==> src/rtl/ram_arbiter.sv <==
// Two-requester round-robin arbiter for the shared RAM rd1/write ports, with capped locked bursts.
// Zero-cycle grant; read data registered and returned one cycle after the grant.
module ram_arbiter #(
  parameter int DATA_WIDTH = 64,
  parameter int ADDR_WIDTH = 8,
  parameter int MASK_WIDTH = DATA_WIDTH >> 3,
  parameter int MAX_BURST  = 8
) (
  input  logic                  i_clk,
  input  logic                  i_rst_n,
  input  logic                  i_a_req,
  input  logic                  i_a_we,
  input  logic                  i_a_lock,
  input  logic [ADDR_WIDTH-1:0] i_a_addr,
  input  logic [MASK_WIDTH-1:0] i_a_mask,
  input  logic [DATA_WIDTH-1:0] i_a_wdata,
  input  logic                  i_b_req,
  input  logic                  i_b_we,
  input  logic                  i_b_lock,
  input  logic [ADDR_WIDTH-1:0] i_b_addr,
  input  logic [MASK_WIDTH-1:0] i_b_mask,
  input  logic [DATA_WIDTH-1:0] i_b_wdata,
  output logic                  o_a_gnt,
  output logic                  o_b_gnt,
  output logic                  o_a_rvalid,
  output logic                  o_b_rvalid,
  output logic [DATA_WIDTH-1:0] o_a_rdata,
  output logic [DATA_WIDTH-1:0] o_b_rdata,
  output logic                  o_ram_rd_en,
  output logic [ADDR_WIDTH-1:0] o_ram_rd_addr,
  output logic [MASK_WIDTH-1:0] o_ram_rd_mask,
  input  logic [DATA_WIDTH-1:0] i_ram_rd_data,
  output logic                  o_ram_wr_en,
  output logic [ADDR_WIDTH-1:0] o_ram_wr_addr,
  output logic [MASK_WIDTH-1:0] o_ram_wr_mask,
  output logic [DATA_WIDTH-1:0] o_ram_wr_data
);

  localparam int CW = $clog2(MAX_BURST) + 1;

  typedef enum logic [1:0] {IDLE, OWN_A, OWN_B} state_t;

  state_t          state;
  logic            ptr;    // 0 = A has priority, 1 = B has priority
  logic [CW-1:0]   cnt;

  logic            hold_a;
  logic            hold_b;
  logic            any_gnt;
  logic            sel_we;
  logic            sel_lock;
  logic [CW-1:0]   cnt_nxt;

  // An owner that drops req releases immediately; that cycle falls through to normal arbitration.
  assign hold_a = (state == OWN_A) && i_a_req;
  assign hold_b = (state == OWN_B) && i_b_req;

  always_comb begin
    o_a_gnt = 1'b0;
    o_b_gnt = 1'b0;
    if (i_rst_n) begin
      if (hold_a) begin
        o_a_gnt = 1'b1;
      end else if (hold_b) begin
        o_b_gnt = 1'b1;
      end else if (i_a_req && i_b_req) begin
        o_a_gnt = ~ptr;
        o_b_gnt = ptr;
      end else begin
        o_a_gnt = i_a_req;
        o_b_gnt = i_b_req;
      end
    end
  end

  assign any_gnt  = o_a_gnt | o_b_gnt;
  assign sel_we   = o_b_gnt ? i_b_we   : i_a_we;
  assign sel_lock = o_b_gnt ? i_b_lock : i_a_lock;
  assign cnt_nxt  = (hold_a | hold_b) ? cnt + CW'(1) : CW'(1);

  assign o_ram_rd_en   = any_gnt & ~sel_we;
  assign o_ram_wr_en   = any_gnt & sel_we;
  assign o_ram_rd_addr = o_b_gnt ? i_b_addr : i_a_addr;
  assign o_ram_rd_mask = o_b_gnt ? i_b_mask : i_a_mask;
  assign o_ram_wr_addr = o_b_gnt ? i_b_addr : i_a_addr;
  assign o_ram_wr_mask = o_b_gnt ? i_b_mask : i_a_mask;
  assign o_ram_wr_data = o_b_gnt ? i_b_wdata : i_a_wdata;

  always_ff @(posedge i_clk or negedge i_rst_n) begin
    if (!i_rst_n) begin
      state      <= IDLE;
      ptr        <= 1'b0;
      cnt        <= '0;
      o_a_rvalid <= 1'b0;
      o_b_rvalid <= 1'b0;
      o_a_rdata  <= '0;
      o_b_rdata  <= '0;
    end else begin
      o_a_rvalid <= o_a_gnt & ~i_a_we;
      o_b_rvalid <= o_b_gnt & ~i_b_we;
      if (o_a_gnt && !i_a_we) o_a_rdata <= i_ram_rd_data;
      if (o_b_gnt && !i_b_we) o_b_rdata <= i_ram_rd_data;
      if (any_gnt) begin
        ptr <= o_a_gnt;
        // Stay owned only while lock is held and the burst cap has not been reached.
        if (sel_lock && (cnt_nxt < CW'(MAX_BURST))) begin
          state <= o_a_gnt ? OWN_A : OWN_B;
          cnt   <= cnt_nxt;
        end else begin
          state <= IDLE;
          cnt   <= '0;
        end
      end else begin
        state <= IDLE;
        cnt   <= '0;
      end
    end
  end

endmodule

==> config.mk <==
export PLATFORM = sky130hd
export DESIGN_NAME = ram_arbiter
export DESIGN_NICKNAME = d
export VERILOG_FILES = /design/src/rtl/ram_arbiter.sv
export SDC_FILE = /design/constraint.sdc
export NUM_CORES = 1
export LEC_CHECK = 0
export ABC_AREA = 1
export BUFFER_PORTS_ARGS = -buffer_cell sky130_fd_sc_hd__buf_4
export CAP_MARGIN = 30
export CORE_AREA = 4 4 175 177
export DETAILED_ROUTE_END_ITERATION = 12
export DIE_AREA = 0 0 179 181
export PLACE_DENSITY_LB_ADDON = 0.2
export SLEW_MARGIN = 40
export SYNTH_ARGS = -nofsm -noshare
export SYNTH_HDL_FRONTEND = slang
export SYNTH_SLANG_ARGS = --single-unit
==> constraint.sdc <==
create_clock -name i_clk -period 2.94 [get_ports i_clk]
set_input_delay 0.588 -clock i_clk [delete_from_list [all_inputs] [get_ports i_clk]]
set_output_delay 0.588 -clock i_clk [all_outputs]
set_load 0.05 [all_outputs]
==> results of run 1 <==
-- cell families after synthesis --
group | synth area share
adders and majority gates | 0.00181
and+or+nand+nor | 0.261
buffers and inverters | 0.118
xor gates and xnor gates | 0.00127
AOI/OAI and AO/OA | 0.122
other | 0.000542
DFF | 0.495
-- power by group --
group          switching, mW  internal [mW]
logic                   3.28           1.32
registers              0.256           2.36
clock network          0.895           1.29
total                   4.44           4.97
-- cell usage after synthesis --
library cell    n  area share
a21oi_2         1      0.0013
buf_2          13      0.0094
buf_4          21       0.023
buf_6          23       0.037
clkbuf_1       11      0.0060
conb_1          1     0.00054
dfrtp_1       137        0.50
ha_1            1      0.0018
inv_1          78       0.042
inv_2           1     0.00054
nand2_1       448        0.24
nand2_2         1     0.00090
nand2_4         1      0.0016
nand3_1         4      0.0029
nand3_2         2      0.0029
nand3b_1        1      0.0011
nand4_1         1     0.00090
nor2_1          9      0.0049
nor2_2          1     0.00090
nor2_4          1      0.0016
o21ai_0        70       0.051
o21ai_1        10      0.0072
o21ai_2        50       0.063
xnor2_1         1      0.0013
-- final timing paths --
path | slack [ns] | endpoint | start | depth (start not counted)
max in group asynchronous | 1.62 | o_a_rdata[39] | i_rst_n | 3
hold / removal | 0.30 | o_a_rdata[26] | i_rst_n | 2
setup / recovery | 0.26 | o_ram_rd_addr[3] | ptr | 9
min in group i_clk | 0.38 | o_b_rdata[4] | i_ram_rd_data[4] | 3
hold reg to reg | 0.48 | o_a_rdata[18] | o_a_rdata[18] | 2
setup reg to reg | 0.91 | o_b_rdata[46] | ptr | 11
-- cell usage in the layout, fill, tap and decap left out, types with 3 or more instances in the layout --
master      synthesis  routed
buf_12              0       5
buf_4              21     468
buf_6              23       3
clkbuf_16           0      17
clkinvlp_4          0       4
dfrtp_1           137     137
inv_1              78      78
inv_6               0       6
nand2_1           448     448
nand3_1             4       4
nor2_1              9       9
o21ai_0            70      70
o21ai_1            10      10
o21ai_2            50      50
-- metal layers --
metal | vias to the layer above | part of all wire
met2 | 252 | 0.53
met4 | 0 | 0.018
met5 | - | 0
li1 | 3539 | -
met3 | 24 | 0.088
met1 | 3322 | 0.37
-- sequential cells by signal, indices dropped and copies added, names as in the netlist --
name / count
o_a_rvalid: 1
o_b_rvalid: 1
cnt: 4
ptr: 1
state: 2
o_a_rdata: 64
o_b_rdata: 64
-- area by class of cell --
type | instances | area share
repair buffers | 477 | 0.328
well taps | 390 | 0.0437
flip-flops and latches | 137 | 0.307
clock inverters | 14 | 0.0144
inverters | 79 | 0.0266
clock buffers | 18 | 0.0394
diodes | 1 | 0.000224
multi-input cells | 603 | 0.241
-- critical path, stage by stage (launching register included) --
cell,delay (ns)
dfrtp_1,0.39
inv_1,0.08
nand2_1,0.05
nand2_1,0.06
nand2_2,0.07
nand2_4,0.09
buf_12,0.30
nand2_1,0.25
nand2_1,0.15
buf_4,0.21
-- timing repair --
action,4_1_cts,5_1_grt
hold buffers,1,0
endpoints found under the setup margin,0,0
endpoints found under the hold margin,11,0
==> results.sh, run 1 <==
export IMPL_routedWlPerCell_um=18.1
export IMPL_dieArea_sq_um=32400
export IMPL_nFillCells=3154
export IMPL_slew_viol_final=0
export IMPL_use_met2=0.337
export IMPL_netlist_area_sq_um=6920
export IMPL_cts_resized=0
export IMPL_status="finished, final reports clean"
export IMPL_period_needed_ns=2.68
export IMPL_ys_warn_count=0
export IMPL_power_density_nw_per_um2=843
export IMPL_io_pins=462
export IMPL_grt_use_met3=0.0529
export IMPL_crit_type="reg -> out"
export IMPL_cts_buffers=17
export IMPL_synth_nets=1120
export IMPL_area_growth_pct=61.1
export IMPL_cts_tree="built"
export IMPL_antenna_found_initial=1
export IMPL_finalPower_mw=9.41
export IMPL_cts_root_buffer="clkbuf_16"
export IMPL_utilization=0.381
export IMPL_peakVddDrop_v=0.000365
export IMPL_worst_hold_slack_ns=0.300
export IMPL_drc=0
export IMPL_final_layout_size_suffix_gt1_frac=0.426
export IMPL_fin_worst_skew_ns=0.00923
export IMPL_critPathLaunchType="register"
export IMPL_use_met1=0.203
export IMPL_dp_slack_ns=0.436
export IMPL_timing_fmax_ghz=0.373
export IMPL_vias=7137
export IMPL_p_leak_nw=6.33
export IMPL_grt_max_degree=69
export IMPL_arrival_ns=2.09
export IMPL_track_usage=0.183
export IMPL_place_area_sq_um=10500
export IMPL_cts_reportedPaths_clkPinSlew_ns=0.06
export IMPL_dr_first_iter_drc_count=305
export IMPL_grt_overflow=0
export IMPL_gp_congestion=0.832
export IMPL_path_max_fanout=68
export IMPL_detail_route_vias_per_cell=4.15
export IMPL_required_ns=2.35
export IMPL_firstDrtPassIters=4
export IMPL_core_sq_um=29200
export IMPL_io_buffer_count=461
export IMPL_syn_inst=887
export IMPL_postRouteWirelength_um=31200
export IMPL_timing_final_crit_share=0.913
export IMPL_seq_area_sq_um=3430
export IMPL_numClockSinks=137
export IMPL_ctsLongestPathBuffers=2
export IMPL_rows=63
export IMPL_synth_area_per_cell_sq_um=7.81
export IMPL_grt_pass1_wl_um=44600
export IMPL_endpoint_kind="output port"
export IMPL_multi_input_area_sq_um=2680
export IMPL_dp_cells=1685
export IMPL_yosysSeqAreaShare=0.495
export IMPL_slew_headroom=0.580
export IMPL_cap_viol_max_count=0
export IMPL_rsz0062_at_grt="false"
export IMPL_final_nets=1548
export IMPL_drtAntennaViolNets=0
export IMPL_hold_viol_final=0
export IMPL_dpl_hpwl_um=24500
export IMPL_clk_latency_ns=0.42
export IMPL_ys_seq_elements=137
export IMPL_synth_cell_types=24
export IMPL_setup_tns_ns=0
export IMPL_post_cts_buffers=0
export IMPL_start_util=0.237
export IMPL_worstMarginPinSlew_ns=0.630
export IMPL_grt_pass1_vias=7105
export IMPL_grt_most_used_layer="met2"
export IMPL_final_cells=1719
export IMPL_htree_levels=4
export IMPL_die_w_um=179
export IMPL_setup_ws_ns=0.257
export IMPL_die_y_um=181
export IMPL_hp_class="in -> async"
export IMPL_final_cell_area_sq_um=11200
export IMPL_setup_viol=0
Power figures use the tool's default switching activity.
==> run 2, diff against run 1 <==
ABC_AREA = not set   (was 1)
CORE_AREA = 4 4 176 178   (was 4 4 175 177)
DIE_AREA = 0 0 180 182   (was 0 0 179 181)
SETUP_SLACK_MARGIN = 0.1   (was not set)
==> run 2 against run 1 <==
Effect of this change:
- maximum frequency is 4.2% lower
- global-route usage decreased by 2.7 points
- via count decreased by 26%
- synthesized cell count is 53% lower
- routed wire length is 12% lower
- non-clock buffer count is 8 higher
- sequential share of layout area grew 0.37 points
- total power fell by 4.6%
- critical path type unchanged
- largest cell class unchanged
- largest power group unchanged
==> results.sh, run 2 <==
export IMPL_pwr_share_seq=0.288
export IMPL_dpl_hpwl_um=21400
export IMPL_synth_nets=652
export IMPL_ys_warn_count=0
export IMPL_grt_max_degree=139
export IMPL_reg2reg_depth=8
export IMPL_status="finished, final reports clean"
export IMPL_htree_levels=4
export IMPL_synth_compound_area_share=0.0115
export IMPL_p_leak_nw=5.31
export IMPL_hp_class="in -> async"
export IMPL_numClockSinks=137
export IMPL_power_density_nw_per_um2=814
export IMPL_synthFlopType="dfrtp_1"
export IMPL_yosys_top_cells_area="dfrtp_1 (54%), mux2_2 (22%), mux2_1 (15%)"
export IMPL_start_util=0.214
export IMPL_path_max_fanout=5
export IMPL_die_y_um=182
export IMPL_cts_reportedPaths_clkPinSlew_ns=0.07
export IMPL_rsz0062_at_grt="true"
export IMPL_yosysSeqAreaShare=0.545
export IMPL_p_sw_mw=3.99
export IMPL_worstMarginPinSlew_ns=0.558
export IMPL_timing_fmax_ghz=0.357
export IMPL_slew_headroom=0.628
export IMPL_antenna_found_initial=0
export IMPL_fin_worst_skew_ns=0.0101
export IMPL_slew_viol_final=0
export IMPL_muxShareOfSynthArea=0.374
export IMPL_gp_congestion=0.906
export IMPL_setup_tns_ns=0
export IMPL_synth_edf_count=0
export IMPL_critPathLaunchType="register"
export IMPL_cts_tree="built"
export IMPL_netlist_top_cells_count="dfrtp_1 (137), mux2_2 (122), mux2_1 (86), buf_4 (18), buf_2 (13)"
export IMPL_setup_viol=0
export IMPL_netlist_area_sq_um=6290
export IMPL_mostFrequentLayoutCell="buf_4"
export IMPL_ctsLongestPathBuffers=2
export IMPL_place_area_sq_um=10100
export IMPL_nFillCells=2932
export IMPL_antennaDiodeCount=0
export IMPL_synth_top_family_by_area="multiplexers"
export IMPL_synth_top_area_frac=0.545
export IMPL_async_flop_share=1.00
export IMPL_io_buffer_count=461
export IMPL_crit_type="reg -> out"
export IMPL_cts_buffers=17
export IMPL_synth_xor_area_frac=0.00278
export IMPL_grt_pass1_vias=5684
export IMPL_final_cell_area_sq_um=11000
export IMPL_vias=5251
export IMPL_rows=63
export IMPL_synth_simple_area_share=0.0163
export IMPL_p_comb_frac=0.472
export IMPL_largest_registers="o_a_rdata x64, o_b_rdata x64, cnt x4"
export IMPL_p_sw_frac=0.445
export IMPL_firstDrtPassIters=4
export IMPL_grt_overflow=0
export IMPL_synth_largest_area_cell="dfrtp_1"
export IMPL_required_ns=2.35
export IMPL_drc=0
export IMPL_core_sq_um=29400
export IMPL_dr_first_iter_drc_count=187
export IMPL_hold_viol_final=0
export IMPL_track_usage=0.156
export IMPL_synth_cell_types=28
export IMPL_cts_root_buffer="clkbuf_16"
export IMPL_grt_pass1_wl_um=38000
export IMPL_final_nets=1117
export IMPL_drtAntennaViolNets=0
export IMPL_final_layout_size_suffix_gt1_frac=0.717
export IMPL_die_w_um=180
export IMPL_postRouteWirelength_um=27500
export IMPL_clk_latency_ns=0.42
export IMPL_arrival_ns=2.21
export IMPL_routedWlPerCell_um=21.3
export IMPL_area_growth_pct=75.1
export IMPL_synthAdderAreaFrac=0.00199
export IMPL_synth_area_per_cell_sq_um=15.0
export IMPL_layout_common_cells="buf_4 (447), dfrtp_1 (137), mux2_2 (122)"
export IMPL_endpoint_kind="output port"
export IMPL_cap_viol_max_count=0
export IMPL_timing_final_crit_share=0.952
export IMPL_ys_seq_elements=137
export IMPL_period_needed_ns=2.80
export IMPL_synth_most_common_cell="dfrtp_1"
export IMPL_io_pins=462
export IMPL_detail_route_vias_per_cell=4.08
export IMPL_syn_inst=419
export IMPL_p_clk_frac=0.239
export IMPL_p_int_mw=4.99
export IMPL_peakVddDrop_v=0.000461
export IMPL_dieArea_sq_um=32800
run 2: final timing paths:
path | start | endpoint | slack, ns
worst max-delay path | state[0] | o_ram_wr_mask[4] | 0.14
worst min-delay path | i_rst_n | o_b_rdata[54] | 0.16
worst max register to register | state[0] | o_b_rdata[4] | 0.60
worst min register to register | o_b_rdata[59] | o_b_rdata[59] | 0.48
max in group asynchronous | i_rst_n | o_b_rdata[11] | 1.97
min in group i_clk | i_ram_rd_data[21] | o_b_rdata[21] | 0.39
run 2: logic make-up (layout without fill, tap and decap cells):
| kind of cell | after synthesis | in the layout |
|---|---|---|
| muxes | 209 | 209 |
| DFF | 137 | 137 |
| buffers and inverters | 43 | 521 |
| and+or+nand+nor | 19 | 19 |
| AOI/OAI and AO/OA | 7 | 7 |
| xor gates and xnor gates | 2 | 2 |
| adders and majority gates | 1 | 1 |
| other | 1 | 1 |
run 2: routing by layer:
| metal | part of all wire | track usage |
|---|---|---|
| met4 | 0.024 | 0.0515 |
| met1 | 0.37 | 0.167 |
| met5 | 0 | 0 |
| met3 | 0.070 | 0.0503 |
| met2 | 0.54 | 0.289 |
run 2: timing repair:
item,4_1_cts,5_1_grt
buffers inserted,3,4
pin swaps,1,0
hold buffers,0,0
gates resized for setup,0,25
endpoints found under the setup margin,34,67
gates cloned,1,5
run 2: final cells by class:
cell class	instances	area, sq um	share of cell area
clock buffer	18	439	0.0398
clock inverter	14	151	0.0137
inverter	4	15.0	0.00136
timing repair buffer	485	3940	0.357
tap	390	488	0.0443
sequential	137	3430	0.311
multi-input combinational	239	2560	0.232
run 2: worst max-delay path: stages, from the launching register on:
cell       delay [ns]
dfrtp_1          0.39
o21bai_2         0.21
a31oi_4          0.17
buf_12           0.16
clkbuf_16        0.17
buf_16           0.13
mux2_2           0.35
buf_4            0.20
run 2: per-stage QoR:
stage	utilization	power, mW	setup WS [ns]	hold slack [ns]	cells
after floorplan	-	5.30	0.491	0.292	419
after global placement	0.343	6.81	0.333	0.469	1241
after detailed placement	0.343	6.84	0.329	0.476	1241
after CTS	0.365	9.06	0.0771	0.359	1277
after global routing	0.375	9.37	0.0653	0.147	1287
final	0.375	8.98	0.140	0.162	1287
run 2: power groups by stage:
stage | Clock (mW) | Sequential (mW) | Combinational, mW
after global placement | 0 | 2.61 | 4.21
after CTS | 2.23 | 2.60 | 4.23
after global routing | 2.32 | 2.66 | 4.39
after floorplan | 0 | 4.27 | 1.04
final | 2.15 | 2.59 | 4.24
after detailed placement | 0 | 2.62 | 4.21
==> run 3, diff against run 2 <==
--- a/config.mk
+++ b/config.mk
@@ -8,7 +8,7 @@
 export BUFFER_PORTS_ARGS = -buffer_cell sky130_fd_sc_hd__buf_4
 export CAP_MARGIN = 30
-export CORE_AREA = 4 4 176 178
+export CORE_AREA = 4 4 177 179
 export DETAILED_ROUTE_END_ITERATION = 12
-export DIE_AREA = 0 0 180 182
+export DIE_AREA = 0 0 181 183
 export PLACE_DENSITY_LB_ADDON = 0.2
 export SETUP_SLACK_MARGIN = 0.1
==> constraint.sdc (replaced) <==
create_clock -name i_clk -period 2.8 [get_ports i_clk]
set_input_delay 0.56 -clock i_clk [delete_from_list [all_inputs] [get_ports i_clk]]
set_output_delay 0.56 -clock i_clk [all_outputs]
set_load 0.1 [all_outputs]
==> run 3 against run 2 <==
Effect of this change:
- sequential power up 5%
- critical path depth down 1
- combinational power up 63%
- hold slack worse by 0.029 ns
- total power up 33%
- first-iteration DRC count down 37%
- routed wire length down 1.0%
- die area up 1.1%
- utilization up 0.66 points
- design area up 2.3%
- critical path type unchanged
- highest routed layer is now met5
==> results.sh, run 3 (synthesis results as in run 2) <==
export IMPL_status="finished, final reports clean"
export IMPL_cts_buffers=17
export IMPL_timing_fmax_ghz=0.369
export IMPL_area_growth_pct=79.1
export IMPL_p_leak_nw=5.37
export IMPL_slew_headroom=0.618
export IMPL_endpoint_kind="output port"
export IMPL_critPathLaunchType="register"
export IMPL_slowest_delay_ns=0.41
export IMPL_vias=5274
export IMPL_layout_common_cells="buf_4 (371), dfrtp_1 (136), mux2_2 (121)"
export IMPL_grt_use_met3=0.0534
export IMPL_htree_levels=4
export IMPL_path_max_fanout=16
export IMPL_firstDrtPassIters=4
export IMPL_ctsLongestPathBuffers=2
export IMPL_dieArea_sq_um=33100
export IMPL_arrival_ns=2.15
export IMPL_grt_pass1_vias=5626
export IMPL_crit_family="buffers and inverters"
export IMPL_io_buffer_count=461
export IMPL_core_sq_um=29600
export IMPL_grt_most_used_layer="met2"
export IMPL_postRouteWirelength_um=27200
export IMPL_cts_tree="built"
export IMPL_antenna_found_initial=3
export IMPL_hp_class="in -> async"
export IMPL_timing_final_crit_share=0.967
export IMPL_numClockSinks=137
export IMPL_clk_latency_ns=0.42
export IMPL_power_density_nw_per_um2=1060
export IMPL_peakVddDrop_v=0.000513
export IMPL_cp_num_buf_inv=3
export IMPL_track_usage=0.151
export IMPL_final_nets=1108
export IMPL_finalPower_mw=12.0
export IMPL_io_pins=462
export IMPL_slew_viol_final=0
export IMPL_rows=63
export IMPL_rsz0062_at_grt="true"
export IMPL_grt_max_degree=138
export IMPL_mostFrequentLayoutCell="buf_4"
export IMPL_use_met1=0.175
export IMPL_worstMarginPinSlew_ns=0.573
export IMPL_dr_first_iter_drc_count=117
export IMPL_cp_slowest_cell="mux2_2"
export IMPL_gp_congestion=0.886
export IMPL_routedWlPerCell_um=21.3
export IMPL_cts_root_buffer="clkbuf_16"
export IMPL_start_util=0.213
export IMPL_period_needed_ns=2.71
export IMPL_required_ns=2.24
export IMPL_drtAntennaViolNets=0
export IMPL_crit_type="reg -> out"
export IMPL_setup_tns_ns=0
export IMPL_cts_reportedPaths_clkPinSlew_ns=0.07
export IMPL_use_met2=0.267
export IMPL_largest_registers="o_a_rdata x64, o_b_rdata x64, cnt x4"
export IMPL_nFillCells=2870
export IMPL_hold_viol_final=0
export IMPL_cp_cell_sequence="o21bai_2, a31oi_4, buf_12, buf_16, mux2_2, buf_8"
export IMPL_die_y_um=183
export IMPL_die_w_um=181
export IMPL_drc=0
export IMPL_grt_pass1_wl_um=37900
export IMPL_grt_overflow=0
export IMPL_cap_viol_max_count=0
export IMPL_final_layout_size_suffix_gt1_frac=0.715
export IMPL_setup_viol=0
export IMPL_dpl_hpwl_um=21000
export IMPL_detail_route_vias_per_cell=4.12
export IMPL_fin_worst_skew_ns=0.0134
[run 3: stage by stage]
stage / setup WS (ns) / instances / hold WS [ns] / area (sq um) / utilization
finish: 0.0927 / 1279 / 0.133 / 11300 / 0.382
floorplan: 0.129 / 419 / 0.264 / 6300 / -
global route: 0.0389 / 1279 / 0.126 / 11300 / 0.382
global placement: 0.206 / 1238 / 0.362 / 10100 / 0.340
detailed placement: 0.207 / 1238 / 0.361 / 10100 / 0.340
CTS: 0.0387 / 1273 / 0.327 / 10900 / 0.367
[run 3: final cells by class]
cell class | count | area [sq um] | area share
Timing Repair Buffer | 476 | 4170 | 0.370
Clock buffer | 17 | 425 | 0.0377
Tap cell | 390 | 488 | 0.0433
Clock inverter | 15 | 179 | 0.0159
Inverter | 4 | 15.0 | 0.00133
Sequential cell | 137 | 3430 | 0.304
Antenna cell | 1 | 2.50 | 0.000222
Multi-Input combinational cell | 239 | 2570 | 0.228
[run 3: per-layer routing]
metal / wire length [um] / vias to the layer above / share of wire
met5: 24 / - / 0.00088
li1: - / 2394 / -
met3: 2180 / 29 / 0.080
met1: 10400 / 2606 / 0.38
met4: 548 / 4 / 0.020
met2: 14100 / 241 / 0.52
[run 3: worst paths after layout]
kind	from	endpoint	slack, ns	cells past startpoint
max	state[0]	o_ram_wr_data[15]	0.09	6
min	i_rst_n	o_a_rdata[55]	0.13	2
max reg2reg	state[0]	o_b_rdata[4]	0.64	7
min reg2reg	o_b_rdata[42]	o_b_rdata[42]	0.49	1
max in group asynchronous	i_rst_n	o_a_rdata[8]	1.83	3
min in group i_clk	i_ram_rd_data[54]	o_a_rdata[54]	0.35	2
[run 3: worst register-to-register path: stages (launching register included)]
cell and delay (ns):
dfrtp_1 0.40, o21bai_2 0.21, a31oi_4 0.16, buf_12 0.17
buf_16 0.17, and2b_2 0.22, buf_12 0.25, mux2_2 0.47
[run 3: what timing repair did]
action	in CTS	in global routing
hold endpoints to repair	1	0
gates resized for setup	34	88
buffers inserted	1	2
pin swaps	1	1
hold buffers	1	0
endpoints found under the setup margin	98	98
cloned	1	2
[run 3: where the power goes]
part | leakage, nW | internal (mW) | total [mW] | switching (mW)
logic | 3.44 | 1.53 | 6.92 | 5.39
clock network | 0.297 | 1.35 | 2.33 | 0.974
registers | 1.64 | 2.47 | 2.73 | 0.259
total | 5.37 | 5.35 | 12.0 | 6.62
